**src/rtl/parity_error_corrector_if.sv**
```systemverilog
// ---------------------------------------------------------------------------
// parity_error_corrector_if
//   Block-level bus for the 2D-parity error corrector.
//   Input side : in_valid/in_ready handshake carrying the received 128-bit
//                block plus the row, top-column and bottom-column mismatch
//                vectors.
//   Output side: out_valid/out_ready handshake carrying the corrected block,
//                per-half status and the number of bits flipped.
//   master = upstream/downstream environment, slave = the corrector.
// ---------------------------------------------------------------------------
interface parity_error_corrector_if;
  logic         in_valid;
  logic         in_ready;
  logic [127:0] data_in;
  logic [15:0]  row_errors;
  logic [7:0]   top_errors;
  logic [7:0]   bottom_errors;
  logic         out_valid;
  logic         out_ready;
  logic [127:0] data_out;
  logic [1:0]   top_status;
  logic [1:0]   bottom_status;
  logic [1:0]   corrected_bits;

  modport master (
    output in_valid, data_in, row_errors, top_errors, bottom_errors, out_ready,
    input  in_ready, out_valid, data_out, top_status, bottom_status, corrected_bits
  );

  modport slave (
    input  in_valid, data_in, row_errors, top_errors, bottom_errors, out_ready,
    output in_ready, out_valid, data_out, top_status, bottom_status, corrected_bits
  );
endinterface

```
**src/rtl/parity_error_corrector.sv**
```systemverilog
// ---------------------------------------------------------------------------
// parity_error_corrector
//   Classifies each 8-row half of a 16x8 received block from its row and
//   column parity mismatches, flips the single data bit where exactly one
//   row and one column disagree, and returns the block with status.
//   Ports:
//     clk, rst_n    clock, asynchronous active-low reset
//     clear_count   synchronous clear of err_count (wins over an increment)
//     err_count     saturating total of corrected data bits
//     bus (slave)   input/output handshakes, data, error vectors, status
//   Flow: IDLE -> CLASSIFY (1) -> SCAN (16 rows) -> OUTPUT.  The first
//   OUTPUT cycle registers the result; out_valid rises on the next edge.
// ---------------------------------------------------------------------------
module parity_error_corrector #(
  parameter int CNT_W = 16
) (
  input  logic                      clk,
  input  logic                      rst_n,
  input  logic                      clear_count,
  output logic [CNT_W-1:0]          err_count,
  parity_error_corrector_if.slave   bus
);

  typedef enum logic [1:0] {IDLE, CLASSIFY, SCAN, OUTPUT} state_e;

  localparam logic [1:0] ST_CLEAN  = 2'b00;
  localparam logic [1:0] ST_FIXED  = 2'b01;
  localparam logic [1:0] ST_PARITY = 2'b10;
  localparam logic [1:0] ST_UNCORR = 2'b11;

  state_e         state_q, state_d;
  logic [127:0]   data_q;
  logic [15:0]    row_err_q;
  logic [7:0]     top_err_q, bot_err_q;
  logic [1:0]     top_st_q, bot_st_q;
  logic [2:0]     top_col_q, bot_col_q;
  logic [3:0]     row_q;
  logic [127:0]   data_out_q;
  logic [1:0]     top_status_q, bottom_status_q, corr_q;
  logic           out_valid_q;
  logic [CNT_W-1:0] err_cnt_q, err_cnt_d;

  logic           accept, load_out, release_out, fix_row;
  logic [1:0]     cur_st;
  logic [2:0]     cur_col;
  logic [1:0]     corr_d;
  logic [CNT_W:0] cnt_sum;

  function automatic logic [1:0] classify(input logic [7:0] rows, input logic [7:0] cols);
    int r, c;
    r = $countones(rows);
    c = $countones(cols);
    if (r == 0 && c == 0)      return ST_CLEAN;
    else if (r == 1 && c == 1) return ST_FIXED;
    else if (r + c == 1)       return ST_PARITY;
    else                       return ST_UNCORR;
  endfunction

  // Only meaningful when exactly one bit is set.
  function automatic logic [2:0] set_index(input logic [7:0] v);
    logic [2:0] idx;
    idx = '0;
    for (int i = 0; i < 8; i++)
      if (v[i]) idx = 3'(i);
    return idx;
  endfunction

  // ---- state register ----
  always_ff @(posedge clk or negedge rst_n) begin
    if (!rst_n) state_q <= IDLE;
    else        state_q <= state_d;
  end

  // ---- next state ----
  always_comb begin
    state_d = state_q;
    case (state_q)
      IDLE:     if (bus.in_valid) state_d = CLASSIFY;
      CLASSIFY: state_d = SCAN;
      SCAN:     if (row_q == 4'd15) state_d = OUTPUT;
      OUTPUT:   if (out_valid_q && bus.out_ready) state_d = IDLE;
      default:  state_d = IDLE;
    endcase
  end

  // ---- outputs / control strobes ----
  always_comb begin
    bus.in_ready       = (state_q == IDLE);
    accept             = bus.in_valid && (state_q == IDLE);
    load_out           = (state_q == OUTPUT) && !out_valid_q;
    release_out        = (state_q == OUTPUT) && out_valid_q && bus.out_ready;
    bus.out_valid      = out_valid_q;
    bus.data_out       = data_out_q;
    bus.top_status     = top_status_q;
    bus.bottom_status  = bottom_status_q;
    bus.corrected_bits = corr_q;
    err_count          = err_cnt_q;
  end

  // Row counter's MSB selects the half being scanned.
  assign cur_st  = row_q[3] ? bot_st_q  : top_st_q;
  assign cur_col = row_q[3] ? bot_col_q : top_col_q;
  assign fix_row = (cur_st == ST_FIXED) && row_err_q[row_q];
  assign corr_d  = {1'b0, top_st_q == ST_FIXED} + {1'b0, bot_st_q == ST_FIXED};

  // Saturating accumulate: increment is at most 2, so any carry out of the
  // CNT_W-bit range means the true sum passed the maximum.
  assign cnt_sum = {1'b0, err_cnt_q} + (CNT_W+1)'(corr_d);
  always_comb begin
    err_cnt_d = err_cnt_q;
    if (clear_count)   err_cnt_d = '0;
    else if (load_out) err_cnt_d = cnt_sum[CNT_W] ? '1 : cnt_sum[CNT_W-1:0];
  end

  // ---- datapath ----
  always_ff @(posedge clk or negedge rst_n) begin
    if (!rst_n) begin
      data_q          <= '0;
      row_err_q       <= '0;
      top_err_q       <= '0;
      bot_err_q       <= '0;
      top_st_q        <= ST_CLEAN;
      bot_st_q        <= ST_CLEAN;
      top_col_q       <= '0;
      bot_col_q       <= '0;
      row_q           <= '0;
      data_out_q      <= '0;
      top_status_q    <= ST_CLEAN;
      bottom_status_q <= ST_CLEAN;
      corr_q          <= '0;
      out_valid_q     <= 1'b0;
      err_cnt_q       <= '0;
    end else begin
      case (state_q)
        IDLE: if (accept) begin
          data_q    <= bus.data_in;
          row_err_q <= bus.row_errors;
          top_err_q <= bus.top_errors;
          bot_err_q <= bus.bottom_errors;
        end
        CLASSIFY: begin
          top_st_q  <= classify(row_err_q[7:0],  top_err_q);
          bot_st_q  <= classify(row_err_q[15:8], bot_err_q);
          top_col_q <= set_index(top_err_q);
          bot_col_q <= set_index(bot_err_q);
          row_q     <= '0;
        end
        SCAN: begin
          // {row, col} is exactly the flat bit index 8*row + col.
          if (fix_row) data_q[{row_q, cur_col}] <= ~data_q[{row_q, cur_col}];
          row_q <= row_q + 4'd1;  // wraps to 0 after row 15
        end
        OUTPUT: begin
          if (load_out) begin
            data_out_q      <= data_q;
            top_status_q    <= top_st_q;
            bottom_status_q <= bot_st_q;
            corr_q          <= corr_d;
            out_valid_q     <= 1'b1;
          end else if (release_out) begin
            out_valid_q     <= 1'b0;
          end
        end
        default: ;
      endcase
      err_cnt_q <= err_cnt_d;
    end
  end

endmodule

```
**src/flat_wrapper.sv**
```systemverilog
// flat-port wrapper written by rule: the top's interface ports become plain ports
module parity_error_corrector_flat 
#(
  parameter int CNT_W = 16
)
  (clk, rst_n, clear_count, err_count, bus_in_valid, bus_data_in, bus_row_errors, bus_top_errors, bus_bottom_errors, bus_out_ready, bus_in_ready, bus_out_valid, bus_data_out, bus_top_status, bus_bottom_status, bus_corrected_bits);
  parity_error_corrector_if bus_i ();
  input  logic clk;
  input  logic rst_n;
  input  logic clear_count;
  output logic [CNT_W-1:0] err_count;
  input wire logic [$bits(bus_i.in_valid)-1:0] bus_in_valid;
  input wire logic [$bits(bus_i.data_in)-1:0] bus_data_in;
  input wire logic [$bits(bus_i.row_errors)-1:0] bus_row_errors;
  input wire logic [$bits(bus_i.top_errors)-1:0] bus_top_errors;
  input wire logic [$bits(bus_i.bottom_errors)-1:0] bus_bottom_errors;
  input wire logic [$bits(bus_i.out_ready)-1:0] bus_out_ready;
  output wire logic [$bits(bus_i.in_ready)-1:0] bus_in_ready;
  output wire logic [$bits(bus_i.out_valid)-1:0] bus_out_valid;
  output wire logic [$bits(bus_i.data_out)-1:0] bus_data_out;
  output wire logic [$bits(bus_i.top_status)-1:0] bus_top_status;
  output wire logic [$bits(bus_i.bottom_status)-1:0] bus_bottom_status;
  output wire logic [$bits(bus_i.corrected_bits)-1:0] bus_corrected_bits;
  assign bus_i.in_valid = bus_in_valid;
  assign bus_i.data_in = bus_data_in;
  assign bus_i.row_errors = bus_row_errors;
  assign bus_i.top_errors = bus_top_errors;
  assign bus_i.bottom_errors = bus_bottom_errors;
  assign bus_i.out_ready = bus_out_ready;
  assign bus_in_ready = bus_i.in_ready;
  assign bus_out_valid = bus_i.out_valid;
  assign bus_data_out = bus_i.data_out;
  assign bus_top_status = bus_i.top_status;
  assign bus_bottom_status = bus_i.bottom_status;
  assign bus_corrected_bits = bus_i.corrected_bits;
  parity_error_corrector #(.CNT_W(CNT_W)) u_core (.clk(clk), .rst_n(rst_n), .clear_count(clear_count), .err_count(err_count), .bus(bus_i));
endmodule
```
**config.mk**
```make
export PLATFORM = sky130hd
export DESIGN_NAME = parity_error_corrector_flat
export DESIGN_NICKNAME = d
export VERILOG_FILES = /design/src/rtl/parity_error_corrector_if.sv /design/src/rtl/parity_error_corrector.sv /design/src/flat_wrapper.sv
export SDC_FILE = /design/constraint.sdc
export NUM_CORES = 1
export LEC_CHECK = 0
export ABC_AREA = 1
export CAP_MARGIN = 40
export CORE_ASPECT_RATIO = 0.5
export CORE_MARGIN = 3
export CORE_UTILIZATION = 46
export CTS_CLUSTER_SIZE = 24
export DETAILED_ROUTE_END_ITERATION = 6
export GPL_TIMING_DRIVEN = 1
export HOLD_SLACK_MARGIN = 0.08
export PLACE_DENSITY = 0.7
export SYNTH_ARGS = -nofsm -noshare
export SYNTH_HDL_FRONTEND = slang
export SYNTH_SLANG_ARGS = --single-unit
```
**constraint.sdc**
```tcl
create_clock -name clk -period 7.43 [get_ports clk]
set_input_delay 1.486 -clock clk [delete_from_list [all_inputs] [get_ports clk]]
set_output_delay 1.486 -clock clk [all_outputs]
set_load 0.02 [all_outputs]
```
==> metrics, run 1 <==
Placement Setup Slack 3430 ps; core area 0.04231 mm2; Worst Hold Class reg -> reg; GRT Total Usage 0.2671; leading area contributor after synthesis dfrtp_1; Worst-Margin Slew 987.0 ps; footprint of the multi-input gates around 0.0094 mm2; Syn Std Cell Area ~0.02 mm2; gpl congestion around 0.85; Clock Pin Slew Worst Setup and Hold Paths 70 ps; mean post-synth cell area 7.495 um2; die width 299.9 um; first drt pass iteration count 6; Die H around 150 um; initial DRC count 1851; worst-case clock skew 20.34 ps; #FFs+latches synth 327; row cnt 53; TritonCTS Sinks around 330; Async SR Flop Fraction 1.000; fin. max-slew vios 0; Comb power frac 0.640; DRT Wirelength 62910 um; fin nets roughly 3.1k; final hold vios 0; switching portion of total power 0.4915; CTS tree yes; sequential power share 0.233; Post-Place Cell Area roughly 0.023 mm2; Mapped Cells 2651; IO buf count 316; global-route wire length before repair 97740 um; P_int 6725 uW; post-synth top area share 0.4118; Tmin final 4064 ps; share of post-route cells with drive strength above 1 0.1027; RSZ-0062 raised after global routing no; met3 wire length 4488 um; setup bufs post-CTS 0; post-synthesis sequential area ratio 0.4118; fill count 3923; Register Area 0.008183 mm2; met1 wire length 26110 um; fin crit share 0.5470; crit start category flip-flop; Crit. End Element flip-flop; required time of the critical path 7880 ps; total power around 13000 uW; Max-cap violations 0; Worst EP arrival 4520 ps; Post-synth EDFFs 0; DR WL/cell about 18 um; ys flop type dfrtp_1; area grow syn2layout 22.36%; vias in the first global route 17.40k; VDD IR max 0.0004319 V; largest cells by area after synthesis dfrtp_1 41%, nand2_1 13%, o21ai_0 7.4%; Setup violations, final 0; Sw Pwr 6500 uW; Clock Latency Late Sink 530 ps; setup ws final 3366 ps; largest net degree at the start of global routing 136; status finished clean; Hold-fix buffers, CTS 0; most common cell in the synthesized netlist nand2_1; hold slack 483.4 ps; CP max FO 70; worst hold path depth 2; Crit Path Category reg -> reg; DP HPWL 42880 um; r2r worst-path depth 18; Clk network pwr share 0.126; initial antenna violation count 6; top cell types by occurrence after synthesis 684 x nand2_1, 368 x inv_1, 327 x dfrtp_1; Root Driver clkbuf_16; post-synth cell types 39; pwr/cell area 543.9 mW/mm2; total congestion overflow 0; Static Leak 0.01147 uW; H-tree Lvls 2; setup TNS 0 ps; Synth warnings 0; Final ANT Viol Nets 0; Via Count roughly 19k; die footprint ~0.046 mm2; post-route cell area 0.02431 mm2; Initial Util 0.4697; Avg Vias per Cell approximately 5.4; cts bufs inserted 34; Rel. slew slack 0.3420; I/O pins between 300 and 400; Top Layer Used met4; CTS resizes 0; met2 wire length approximately 30000 um; DRC viols 0; Clock Tree Buf Depth 3; fmax between 0.2 and 0.25 GHz; syn nets 2882
-- cell type report --
type                       count  share of cell area
clock buffer                  44             0.03906
tap                          577             0.02969
sequential                   327              0.3366
clock inverter                10            0.003499
timing repair buffer         349              0.1471
inverter                     372             0.05774
antenna                        5           0.0005146
multi-input combinational   1781              0.3859
-- per-layer routing --
layer  vias up  global-route usage
li1       8872                   -
met1      8941              0.3627
met2       673              0.4349
met3       108             0.04528
met4         0             0.09000
met5         -                   0
-- registers in the layout (all words and copies together) (netlist names), 3 cells and up --
| signal | cells |
|---|---|
| u_core.err_count | 16 |
| u_core.bot_err_q | 8 |
| u_core.top_col_q | 3 |
| u_core.row_err_q | 16 |
| u_core.bus.data_out | 128 |
| u_core.row_q | 4 |
| u_core.top_err_q | 8 |
| u_core.data_q | 128 |
| u_core.bot_col_q | 3 |
-- placed cells by master (no fill, tap or decap), types with 10 or more instances in the layout --
cell type        netlist  routed
fa_1                  19      19
dfrtp_1              327     327
clkdlybuf4s50_1        0     315
nand2_1              684     683
o22ai_1               10      10
o21ai_0              293     293
a21oi_1              171     170
nand2_2               75      75
nor3_1               135     135
buf_4                  0      22
ha_1                  47      46
inv_1                368     368
a21oi_2              100     100
nor2_1                92      92
mux2_2                24      24
nand3_1               83      83
clkbuf_16              0      35
-- kinds of logic (layout without fill, tap and decap cells) --
| kind of cell | count (synthesis) | after routing | synth area share |
|---|---|---|---|
| and+or+nand+nor | 1087 | 1087 | 0.2322 |
| AOI/OAI and AO/OA | 595 | 595 | 0.1721 |
| buffers and inverters | 543 | 775 | 0.1176 |
| DFF | 327 | 327 | 0.4118 |
| adders and majority gates | 66 | 66 | 0.04874 |
| muxes | 24 | 24 | 0.01360 |
| xor gates and xnor gates | 9 | 9 | 0.003967 |
| other | 0 | 5 | 0 |
-- critical path, cell delays in order, from the launching register on --
cell and delay, ps:
dfrtp_1 510, inv_2 200, nand2_1 80, nand2_2 440, buf_4 540, nand2_1 110, nand3_1 100, nand2_1 60
nor2_1 120, nand2_1 90, nand3_1 90, nand2_1 70, nand2_1 60, nand2_1 130, nor2_4 420, buf_16 240
buf_12 380, nand2_1 140, a21oi_2 140
-- power groups by stage --
stage               clock network (uW)  logic (uW)  registers, uW
floorplan                            0        5800           3410
global placement                     0        8020           3080
detailed placement                   0        8380           3110
CTS                               1700        8430           3080
global route                      1770        9470           3170
finish                            1670        8470           3090
-- through the flow --
step / util / instances
6_report: 0.5747 / 3465
3_3_place_gp: 0.5451 / 3397
5_1_grt: 0.5747 / 3465
2_1_floorplan: - / 2651
3_5_place_dp: 0.5499 / 3406
4_1_cts: 0.5744 / 3460
-- worst paths after layout --
check	from	slack, ps	endpoint
worst max-delay path	u_core.row_q[3]	3370	u_core.data_q[34]
worst min-delay path	u_core.bus.data_out[62]	480	u_core.bus.data_out[62]
worst max register to register	u_core.row_q[3]	3370	u_core.data_q[34]
worst min register to register	u_core.bus.data_out[62]	480	u_core.bus.data_out[62]
max in group asynchronous	rst_n	4990	u_core.bot_err_q[3]
min in group asynchronous	rst_n	1080	u_core.bus.data_out[81]
No activity file was read; power rests on OpenSTA's default activity.
==> run 2: changes to the inputs <==
- PLACE_DENSITY: 0.7 -> 0.73
- clock period: 7.43 -> 3.44 ns (I/O delays scaled with it)
==> run 2 against run 1 <==
Net effect:
- via count is 0.99% higher
- clock skew is 4.2 ps lower
- clock power is 110% higher
- total power is 120% higher
- hold slack worse by 340 ps
- critical path depth is 4 lower
==> metrics, run 2 (synthesis results as in run 1) <==
Final ANT Viol Nets 0 (unchanged); buffers and inverters on the worst path 5 (+1); DR WL/cell 18.14 um (about the same); row cnt 53 (unchanged); CP max FO 2 (-97%); Die H 153.0 um (unchanged); I/O pins 317 (unchanged); CTS tree yes; most frequent cells in the layout 683 x nand2_1, 368 x inv_1, 327 x dfrtp_1; met3 Usage GRT 0.03903 (-0.006246); H-tree Lvls 1 (-1); Worst EP arrival 3860 ps (-660 ps); crit start category flip-flop; Via Count 18.78k (+0.99%); gpl congestion 0.8782 (+3.3%); RSZ-0062 raised after global routing yes; fin. max-slew vios 0 (unchanged); global-route wire length before repair 99020 um (+1.3%); critical path, cell by cell ha_2 > fa_1 > inv_1 > fa_1 > inv_1 > ha_1 > inv_1 > fa_1 > inv_1 > ha_1 > inv_1 > a211o_1 > a211oi_2 > o22ai_1; Worst-Margin Slew 897.4 ps (-89.56 ps); total power 29390 uW (+120%); VDD IR max 0.001165 V (+170%); initial antenna violation count 4 (-2); required time of the critical path 3890 ps (-3990 ps); Clock Tree Buf Depth 3 (unchanged); delay-heaviest family, CP adder cells; Clock Pin Slew Worst Setup and Hold Paths 70 ps (about the same); fin crit share 0.9915 (+0.4445); die width 299.9 um (unchanged); fmax 0.2932 GHz (+19%); share of post-route cells with drive strength above 1 0.1159 (+0.01324); Setup violations, final 0 (unchanged); first drt pass iteration count 6 (unchanged); worst-case clock skew 16.13 ps (-4.218 ps); fill count 3863 (-1.5%); CP peak stage delay 540 ps (about the same); IO buf count 316 (unchanged); Rel. slew slack 0.4010 (+0.05905); core area 0.04231 mm2 (unchanged); DRC viols 0 (unchanged); DRT Wirelength 63430 um (+0.82%); Crit Reg-Reg Endpoint u_core.bot_st_q[0]; DP HPWL 43690 um (+1.9%); final hold vios 0 (unchanged); met2 usage 0.4455 (+0.01062); slowest CP cell fa_1; cell mode on critical path inv_1; initial DRC count 2325 (+26%); Max-cap violations 0 (unchanged); Worst Hold Class in -> async; hold slack 140.3 ps (-343.1 ps); TritonCTS Sinks 327 (unchanged); RR Startpoint u_core.row_err_q[15]; vias in the first global route 18.02k (+3.5%); Static Leak 0.01164 uW (+1.5%); Most Crowded Layer GR met2; die footprint 0.04588 mm2 (unchanged); GRT Total Usage 0.2683 (+0.001248); cts bufs inserted 31 (-8.8%); Avg Vias per Cell 5.370 (about the same); footprint of the multi-input gates 0.009452 mm2 (+0.75%); fin nets 3125 (+0.94%); Worst R2R Setup Slack 30 ps (-3340 ps); most common cell after layout, fill and taps aside nand2_1; area grow syn2layout 23.94%; total congestion overflow 0 (unchanged); Crit. Startpoint u_core.row_err_q[15]; Tmin final 3411 ps (-653.7 ps); placed cell count 3435 (+0.85%); post-route cell area 0.02463 mm2 (+1.3%); Clock Latency Late Sink 590 ps (+60 ps); r2r worst-path depth 14 (-4); largest net degree at the start of global routing 177 (+30%); Post-Place Cell Area 0.02351 mm2 (+1.1%); Initial Util 0.4697 (unchanged); Hold-fix buffers, CTS 0 (unchanged); Register Area 0.008183 mm2 (unchanged); M1 GR Usage 0.3556 (-0.007065); Crit. End Element flip-flop; Cell Count, Final, Fillers Out 3497 (+0.92%); Root Driver clkbuf_16; final core occ 0.5821 (+0.007423); pwr/cell area 1193 mW/mm2 (+120%); Crit Path Category reg -> reg; status finished clean
## run 2: cell count changes in the layout (fill, tap and decap cells not counted), sizes merged
cell      before  now
buf           34   66
bufinv         1    2
clkbuf        44   47
clkinvlp       1    0
diode          5    4
inv          372  370
## run 2: routing by layer
| metal | vias up | wire [um] |
|---|---|---|
| li1 | 8903 | - |
| met1 | 8910 | 25560 |
| met2 | 818 | 30600 |
| met3 | 148 | 4798 |
| met4 | 0 | 2474 |
| met5 | - | 0 |
## run 2: report_power, final
group | switching, uW | leakage, uW | internal (uW)
logic | 12000 | 0.00725 | 7210
clock network | 1570 | 0.000507 | 1990
registers | 889 | 0.00389 | 5710
total | 14500 | 0.0116 | 14900
## run 2: metrics by stage
stage                     setup WS [ps]  TNS [ps]
after floorplan                   141.3         0
after global placement            40.83         0
after detailed placement         -57.00    -57.00
after CTS                         4.182         0
after global routing             -131.3    -280.2
final                             29.28         0
## run 2: cell type report
type	instances	share of cell area
antenna	4	0.0004064
clock buffer	47	0.03760
clock inverter	8	0.003658
inverter	372	0.05700
multi-input combinational	1781	0.3838
sequential	327	0.3323
tap	577	0.02931
timing repair buffer	381	0.1560
## run 2: worst max path at each step
stage	to	slack (ps)	depth (start not counted)
5_1_grt	u_core.bot_st_q[0]	-130	14
2_1_floorplan	u_core.bot_st_q[0]	140	12
3_3_place_gp	u_core.bot_st_q[0]	40	14
6_report	u_core.bot_st_q[0]	30	14
4_1_cts	u_core.bot_st_q[0]	4	14
3_5_place_dp	u_core.bot_st_q[0]	-60	14
## run 2: repair_timing
action / 4_1_cts / 5_1_grt
cloned: 0 / 1
gates resized for setup: 2 / 13
endpoints found under the setup margin: 1 / 11
pin swaps: 0 / 5
setup buffers: 0 / 2
